### src/rtl/store_drain_ctrl.sv
// store_drain_ctrl: arbitrates the single L1-D port between load-miss requests and store-buffer drain.
// Define STORE_DRAIN_STARVE_GUARD_EN to bound consecutive load wins while a store is pending.
module store_drain_ctrl #(
    parameter int unsigned STARVE_LIMIT = 4
) (
    input  logic        CLK,
    input  logic        RST,
    input  logic        sb_head_valid,
    input  logic [15:0] sb_head_addr,
    input  logic [15:0] sb_head_data,
    output logic        sb_pop_head,
    input  logic        ld_req,
    input  logic [15:0] ld_addr,
    output logic        ld_grant,
    input  logic        drain_all,
    output logic        drain_busy,
    output logic        drain_done,
    output logic        dc_req,
    output logic        dc_we,
    output logic [15:0] dc_addr,
    output logic [15:0] dc_wdata,
    input  logic        dc_ack
);

    typedef enum logic [1:0] {
        IDLE    = 2'd0,
        LD_WAIT = 2'd1,
        ST_WAIT = 2'd2,
        POP     = 2'd3
    } state_t;

`ifdef STORE_DRAIN_STARVE_GUARD_EN
    localparam bit GUARD_EN = 1'b1;
`else
    localparam bit GUARD_EN = 1'b0;
`endif
    localparam logic [3:0] LIMIT = 4'(STARVE_LIMIT);

    state_t      state_q;
    logic        dc_req_q;
    logic        dc_we_q;
    logic        pop_q;
    logic        grant_q;
    logic        busy_q;
    logic [15:0] addr_q;
    logic [15:0] wdata_q;
    logic [3:0]  starve_q;
    logic [3:0]  starve_d;
    logic        force_store;
    logic        take_load;

    // With the guard compiled out the counter is held at zero and folds away.
    assign force_store = GUARD_EN && (starve_q >= LIMIT);
    assign take_load   = (state_q == IDLE) && ld_req && !drain_all && !force_store;

    always_comb begin
        // NOTE: default assignment first so every path drives starve_d and no latch is inferred.
        starve_d = starve_q;
        if (!GUARD_EN || !sb_head_valid) begin
            starve_d = '0;
        end else if (state_q == IDLE) begin
            starve_d = take_load ? (starve_q + 4'd1) : 4'd0;
        end
    end

    always_ff @(posedge CLK or posedge RST) begin
        if (RST) begin
            starve_q <= '0;
        end else begin
            // NOTE: sequential state uses non-blocking assignments so all flops update together.
            starve_q <= starve_d;
        end
    end

    always_ff @(posedge CLK or posedge RST) begin
        if (RST) begin
            state_q  <= IDLE;
            dc_req_q <= 1'b0;
            dc_we_q  <= 1'b0;
            addr_q   <= '0;
            wdata_q  <= '0;
            pop_q    <= 1'b0;
            grant_q  <= 1'b0;
            busy_q   <= 1'b0;
        end else begin
            pop_q   <= 1'b0;
            grant_q <= 1'b0;
            case (state_q)
                IDLE: begin
                    if (take_load) begin
                        state_q  <= LD_WAIT;
                        dc_req_q <= 1'b1;
                        dc_we_q  <= 1'b0;
                        addr_q   <= ld_addr;
                    end else if (sb_head_valid) begin
                        state_q  <= ST_WAIT;
                        dc_req_q <= 1'b1;
                        dc_we_q  <= 1'b1;
                        addr_q   <= sb_head_addr;
                        wdata_q  <= sb_head_data;
                        busy_q   <= 1'b1;
                    end
                end
                LD_WAIT: begin
                    if (dc_ack) begin
                        state_q  <= IDLE;
                        dc_req_q <= 1'b0;
                        grant_q  <= 1'b1;
                    end
                end
                ST_WAIT: begin
                    if (dc_ack) begin
                        state_q  <= POP;
                        dc_req_q <= 1'b0;
                        dc_we_q  <= 1'b0;
                        pop_q    <= 1'b1;
                    end
                end
                // The head still shows the retiring entry here, so no arbitration.
                POP: begin
                    state_q <= IDLE;
                    busy_q  <= 1'b0;
                end
                default: begin
                    state_q <= IDLE;
                end
            endcase
        end
    end

    assign dc_req      = dc_req_q;
    assign dc_we       = dc_we_q;
    assign dc_addr     = addr_q;
    assign dc_wdata    = wdata_q;
    assign sb_pop_head = pop_q;
    assign ld_grant    = grant_q;
    assign drain_busy  = busy_q;

    // drain_done qualifies the registered idle state with the live fence and head inputs.
    assign drain_done  = !RST && (state_q == IDLE) && drain_all && !sb_head_valid;

endmodule

### config.mk
export PLATFORM = sky130hd
export DESIGN_NAME = store_drain_ctrl
export DESIGN_NICKNAME = d
export VERILOG_FILES = /design/src/rtl/store_drain_ctrl.sv
export SDC_FILE = /design/constraint.sdc
export NUM_CORES = 1
export LEC_CHECK = 0
export BUFFER_PORTS_ARGS = -buffer_cell sky130_fd_sc_hd__buf_2
export CAP_MARGIN = 20
export CORE_ASPECT_RATIO = 1.5
export CORE_MARGIN = 4
export CORE_UTILIZATION = 45
export CTS_CLUSTER_SIZE = 25
export DETAILED_ROUTE_END_ITERATION = 7
export GPL_ROUTABILITY_DRIVEN = 0
export MAX_ROUTING_LAYER = met4
export PLACE_DENSITY = 0.79
export SKIP_LAST_GASP = 1
export SYNTH_ARGS = -nofsm -noshare
export SYNTH_HDL_FRONTEND = slang
export SYNTH_SLANG_ARGS = --single-unit
### constraint.sdc
create_clock -name CLK -period 3.1 [get_ports CLK]
set_input_delay 0.465 -clock CLK [delete_from_list [all_inputs] [get_ports CLK]]
set_output_delay 0.465 -clock CLK [all_outputs]
set_load 0.02 [all_outputs]
## Yosys cells after proc, flatten, opt, wreduce, memory -nomap -nowiden

Cells that the tools add are included.

- Register bits after elaboration: 39
- Input bits: 54
- Output and inout port bits: 38
- Word-level logic and storage cells: 56

- Eq/ne operators: 9
- Multiplexer cells: 18
- Bitwise logic cells: 1
- Reductions and logical operators: 20

Operators by type and width:

| operator | number |
|---|---|
| 2-to-1 mux 16 bit | 2 |
| AND reduction 3 bit | 5 |
| 2-to-1 mux 1 bit | 8 |
| 2-to-1 mux 2 bit | 4 |
| != test 2 bit (second input constant) | 4 |
| case mux 2 bit (4 select lines) | 1 |
| nonzero test 2 bit | 4 |
| case mux 1 bit (2 select lines) | 3 |
| logical AND 1 bit | 5 |
| equality test 2 bit (second input constant) | 2 |
| logical NOT 1 bit | 3 |
| != test 3 bit (second input constant) | 1 |
| equality test 2 x 1 -> 1 bit (second input constant) | 1 |
| logical NOT 2 bit | 1 |
| != test 2 x 1 -> 1 bit (second input constant) | 1 |
| AND reduction 2 bit | 1 |
| OR reduction 2 bit | 1 |
| inverter 1 bit | 1 |

## Longest topological paths before layout

Gate-level depths: netlist of the first run.

- Depth after elaboration: 5
- Depth in mapped cells: 7
- Depth with buffers taken out: 5

## Worst setup path after synthesis of the first run

Ideal clock, no wire load.

- Kind: register -> output
- Start point: reg state_q[0]
- End point: out drain_done
- Arrival: 1.604 ns
- Data required time: 2.635 ns
- Path slack: 1.031 ns
- Cell stages (with the launch flop): 6
- Buffers on the path: 1
- Cell sequence: dfrtp_1 -> inv_1 -> ha_1 -> buf_4 -> inv_1 -> nor4b_1

- Cells in the longest elaborated chain, start to end: 4

Ends and longest elaborated chain:

| item | line | source |
|---|---|---|
| start: declaration | 39 | `state_t state_q;` |
| start signal: assignment | 77 | `state_q <= IDLE;` |
| start signal: assignment | 91 | `state_q <= LD_WAIT;` |
| start signal: assignment | 96 | `state_q <= ST_WAIT;` |
| logical NOT 2 bit | 140 | `assign drain_done = !RST && (state_q == IDLE) && drain_all && !sb_head_valid;` |
| logical AND 1 bit (3 in a row) | 140 |  |
| end: declaration | 17 | `output logic drain_done,` |

No other way between the ends.

## Worst setup path in the final report of the first run

- Start point: reg state_q[1]
- End point: out drain_done

Same word-level chain as after synthesis.

==> impl_metrics.toml, run 1 <==
[drt]
drc_errors = 0
drtIter0Drc = 41
avgViaCountPerCell = 5.20
totalWireLength_um = 4090
route.vias.total = 1456
firstDrtPassIters = 4
antenna_left = 0
wl_per_cell_um = 14.6

[power]
p_leak_nw = 1.23
power_density_nw_per_um2 = 1010
worst_ir_drop_vdd_v = 0.000591

[critical_path]
critPathTopFamily = "buffers and inverters"
critPathSlowestCell = "ha_1"
cpMostUsedCell = "inv_1"
worstSetupStartpointType = "flip-flop"
cp.depth = 5
path_cells = "inv_1, ha_1, inv_1, nor4b_1, buf_2"
worst-path-buf-inv = 3
max_stage_delay_ns = 0.41
worstPathRequired_ns = 2.63
path_max_fanout = 10
crit_type = "flip-flop to primary output"
r2r_cells = 5
cp-end-kind = "primary output"
cp.arrival_ns = 1.85

[logic_synthesis]
yosysSeqAreaShare = 0.546
synth_area_per_cell_um2 = 12.2
ys_seq_elements = 39
syn_nets = 204
ys_types = 27
synth.cell_area_um2 = 1790
netlist_instances = 146
yosysTopAreaCellShare = 0.546
yosysTopAreaCell = "dfrtp_1"
synth.area.top_cells = "dfrtp_1, o32ai_1, mux2_4"
yosys_warnings = 0

[cts]
cts_buffers = 5
cts_buffer_depth = 2
cts-root-buf = "clkbuf_8"
path_clk_slew_ns = 0.07
clk_latency_ns = 0.29
cts_sinks = 39
cts_resized = 0
post-cts-setup-buffer-count = 0
hold_buffers = 0
cts_tree = "done"
htreeDepth = 2

[grt]
grt_pass1_vias = 1502
track_usage = 0.176
grt_max_degree = 23
grt_antenna_before_repair = 0
overflow = 0
grt_pass1_wl_um = 6640

[sta]
fin_crit_ns = 2.31
max_freq_mhz = 433
hold_violations = 0
finalCritPeriodShare = 0.746
rsz0062_at_grt = "no"
fin_skew_ns = 0.00459
setup_tns_ns = 0
slew_violations = 0
setup_viol_count_final = 0
max_slew.worst_pin.slew_ns = 0.649
relSlewSlack = 0.567

[die]
io_pins = 92
die_y_um = 85.2
dieArea_um2 = 5070
fp.coreArea_um2 = 3750
die_w_um = 59.5
initial_core_util = 0.477
rows = 27

[cells_and_area]
mostFrequentLayoutCell = "buf_2"
area_delta_synth_final_pct = 30.9
fin_nets = 295
diodes = 0
design_area_um2 = 2340
num-fill-cells = 319
layout-drive-gt1-share = 0.506
final_cell_mix = "buf_2, dfrtp_1, inv_1, o32ai_1, a21oi_1"
final_util = 0.624
fin_cells = 280

[place]
dpl.cell_count = 273
postPlaceCellArea_um2 = 2250
hpwl_um = 3100
port_buffers = 91

[hold_path]
worstHoldPathType = "input port to asynchronous set/reset pin"

[outcome]
status = "completed"

[run]
maxCapViolCount = 0
## report_power, final
part / total [mW] / internal [mW] / leakage (nW) / switching (mW)
logic: 1.15 / 0.469 / 0.736 / 0.684
clock network: 0.336 / 0.174 / 0.0470 / 0.161
registers: 0.876 / 0.753 / 0.449 / 0.123
total: 2.37 / 1.40 / 1.23 / 0.969
## per-layer routing
layer  vias to the layer above  GRT usage  share of wire  wire length, um
li1                        697          -              -                -
met5                         -          -              0                0
met3                         6     0.0548          0.082              335
met4                         0     0.0742          0.021               85
met1                       693      0.191           0.38             1550
met2                        60      0.288           0.52             2120
## per-stage QoR
stage	setup slack (ns)	hold WS [ns]	power [mW]
detailed placement	1.06	0.487	2.05
global placement	1.14	0.487	2.02
CTS	0.748	0.282	2.40
global route	0.626	0.317	2.54
finish	0.788	0.266	2.36
floorplan	1.03	0.531	1.69
## Yosys cell counts
| master | instances |
|---|---|
| nand3b_2 | 1 |
| a22o_1 | 1 |
| mux2i_1 | 2 |
| inv_1 | 21 |
| mux2_4 | 9 |
| o21bai_1 | 1 |
| a21oi_1 | 16 |
| nor4b_1 | 1 |
| nand2_1 | 4 |
| o311ai_0 | 1 |
| o32ai_1 | 16 |
| nor2_8 | 1 |
| a2bb2oi_1 | 1 |
| buf_2 | 5 |
| buf_6 | 1 |
| mux2_2 | 7 |
| ha_1 | 4 |
| a22oi_1 | 1 |
| dfrtp_1 | 39 |
| nor2b_1 | 1 |
| buf_4 | 2 |
| and2b_4 | 1 |
| and2_1 | 2 |
| o21ai_0 | 5 |
| o31ai_1 | 1 |
| nand2_4 | 1 |
| o21ai_2 | 1 |
## worst paths after layout
check,start,end,slack (ns)
setup reg to reg,state_q[1],dc_wdata[6],1.07
hold reg to reg,dc_wdata[7],dc_wdata[7],0.50
setup / recovery,state_q[1],drain_done,0.79
hold / removal,RST,dc_addr[14],0.27
min in group CLK,sb_head_data[5],dc_wdata[5],0.41
max in group asynchronous,RST,dc_wdata[13],2.09
## flip-flops by register name, summed over array words and instances (netlist names)
signal	cells
dc_addr	16
dc_wdata	16
state_q	2
dc_req	1
dc_we	1
drain_busy	1
ld_grant	1
sb_pop_head	1
## cell type report
type	count	area [um2]	share of cell area
repair buffers	92	463	0.198
flip-flops and latches	39	976	0.417
clock inverters	1	5.00	0.00214
clock buffers	6	82.6	0.0353
multi-input cells	78	682	0.291
inverters	21	78.8	0.0337
well taps	43	53.8	0.0230
## cell families after synthesis
logic type / count (synthesis) / share of synthesized area
flops: 39 / 0.546
buf+inv: 29 / 0.0728
compound gates: 44 / 0.169
mux: 18 / 0.131
simple gates: 12 / 0.0532
fa+ha+maj: 4 / 0.0280
(Power assumes the default switching activity.)
==> inputs of run 2 (changes only) <==
- CORE_UTILIZATION: 45 -> 40
- PLACE_DENSITY: 0.79 -> 0.75
- clock period: 3.1 -> 2.1 ns (I/O delays scaled with it)
==> run 2 against run 1 <==
Count of clock-buffer cells in the layout unchanged. Largest power group unchanged. Global-route usage is 1.1 points lower. Sequential share of layout area decreased by 0.42 points. Non-clock buffer count is 3 higher.
==> impl_metrics.toml, run 2 (same netlist as run 1, synthesis figures left out) <==
[sta]
whs_ns = 0.143
rsz0062_at_grt = "no"
slew_violations = 0
relSlewSlack = 0.680
fin_crit_ns = 1.93
setup_viol_count_final = 0
max_freq_mhz = 519
hold_violations = 0
finalCritPeriodShare = 0.918
setup_ws_ns = 0.172
max_slew.worst_pin.slew_ns = 0.480
fin_skew_ns = 0.00124
setup_tns_ns = 0

[cells_and_area]
fin_cells = 285
num-fill-cells = 413
fin_nets = 298
diodes = 0
design_area_um2 = 2360
final_cell_mix = "buf_2, dfrtp_1, inv_1, o32ai_1, a21oi_1"
final_util = 0.552
mostFrequentLayoutCell = "buf_2"
layout-drive-gt1-share = 0.510
area_delta_synth_final_pct = 32.3

[critical_path]
critPathSlowestCell = "dfrtp_1"
cpMostUsedCell = "inv_1"
worstPathRequired_ns = 1.78
cp.arrival_ns = 1.61
worstSetupStartpointType = "flip-flop"
path_cells = "inv_1, ha_4, inv_1, nor4b_1, buf_2"
path_max_fanout = 8
cp-end-kind = "primary output"
max_stage_delay_ns = 0.41
worst-path-buf-inv = 3
crit_type = "flip-flop to primary output"
critPathTopFamily = "buffers and inverters"

[outcome]
status = "completed"

[power]
power_density_nw_per_um2 = 1490
worst_ir_drop_vdd_v = 0.000664
total_power_mw = 3.52
p_leak_nw = 1.24

[place]
hpwl_um = 3120
postPlaceCellArea_um2 = 2280
port_buffers = 91
dpl.cell_count = 279
place_ws_ns = 0.291

[grt]
grt_pass1_vias = 1552
track_usage = 0.164
grt_pass1_wl_um = 7300
grt_antenna_before_repair = 0
grt_max_degree = 40
overflow = 0

[cts]
cts_buffer_depth = 2
clk_latency_ns = 0.28
cts_sinks = 39
hold_buffers = 0
htreeDepth = 2
cts_buffers = 5
post-cts-setup-buffer-count = 0
cts_tree = "done"
path_clk_slew_ns = 0.07
cts-root-buf = "clkbuf_8"

[drt]
drc_errors = 0
avgViaCountPerCell = 5.02
antenna_left = 0
drtIter0Drc = 14
route.vias.total = 1431
firstDrtPassIters = 4
totalWireLength_um = 4180
wl_per_cell_um = 14.7

[die]
initial_core_util = 0.418
dieArea_um2 = 5630
die_w_um = 62.6
fp.coreArea_um2 = 4280
io_pins = 92
die_y_um = 89.9
rows = 29

[run]
maxCapViolCount = 0

[hold_path]
worstHoldPathType = "input port to asynchronous set/reset pin"
run 2: timing repair:
action,4_1_cts,5_1_grt
endpoints found under the setup margin,1,1
gates resized for setup,1,1
hold endpoints to repair,0,0
run 2: cell type report:
| type | instances | area, um2 | area share |
|---|---|---|---|
| flip-flops and latches | 39 | 976 | 0.413 |
| multi-input cells | 78 | 694 | 0.294 |
| repair buffers | 95 | 485 | 0.205 |
| inverters | 21 | 78.8 | 0.0333 |
| clock buffers | 6 | 72.6 | 0.0307 |
| well taps | 46 | 57.6 | 0.0243 |
run 2: power breakdown:
| part | internal (mW) | total, mW | switching [mW] |
|---|---|---|---|
| sequential | 1.11 | 1.30 | 0.184 |
| combinational | 0.746 | 1.78 | 1.03 |
| clock | 0.221 | 0.446 | 0.226 |
run 2: final timing paths:
check                           startpoint            to  slack (ns)  cells after the start
min                                    RST   dc_wdata[1]        0.14                      3
max                             state_q[0]    drain_done        0.17                      5
max in group asynchronous              RST    dc_addr[8]        1.62                      3
max reg2reg                     state_q[0]    dc_addr[1]        0.44                      6
min in group CLK           sb_head_data[9]   dc_wdata[9]        0.26                      2
min reg2reg                   dc_wdata[13]  dc_wdata[13]        0.50                      1
run 2: layer usage:
layer / vias up / part of all wire / GRT usage
met3: 8 / 0.086 / 0.0486
met2: 68 / 0.49 / 0.271
met5: - / 0 / -
li1: 705 / - / -
met4: 0 / 0.022 / 0.0626
met1: 650 / 0.40 / 0.188
run 2: worst min-delay path, cell delays in order:
cell	delay, ns
buf_2	0.10
inv_1	0.04
buf_4	0.41
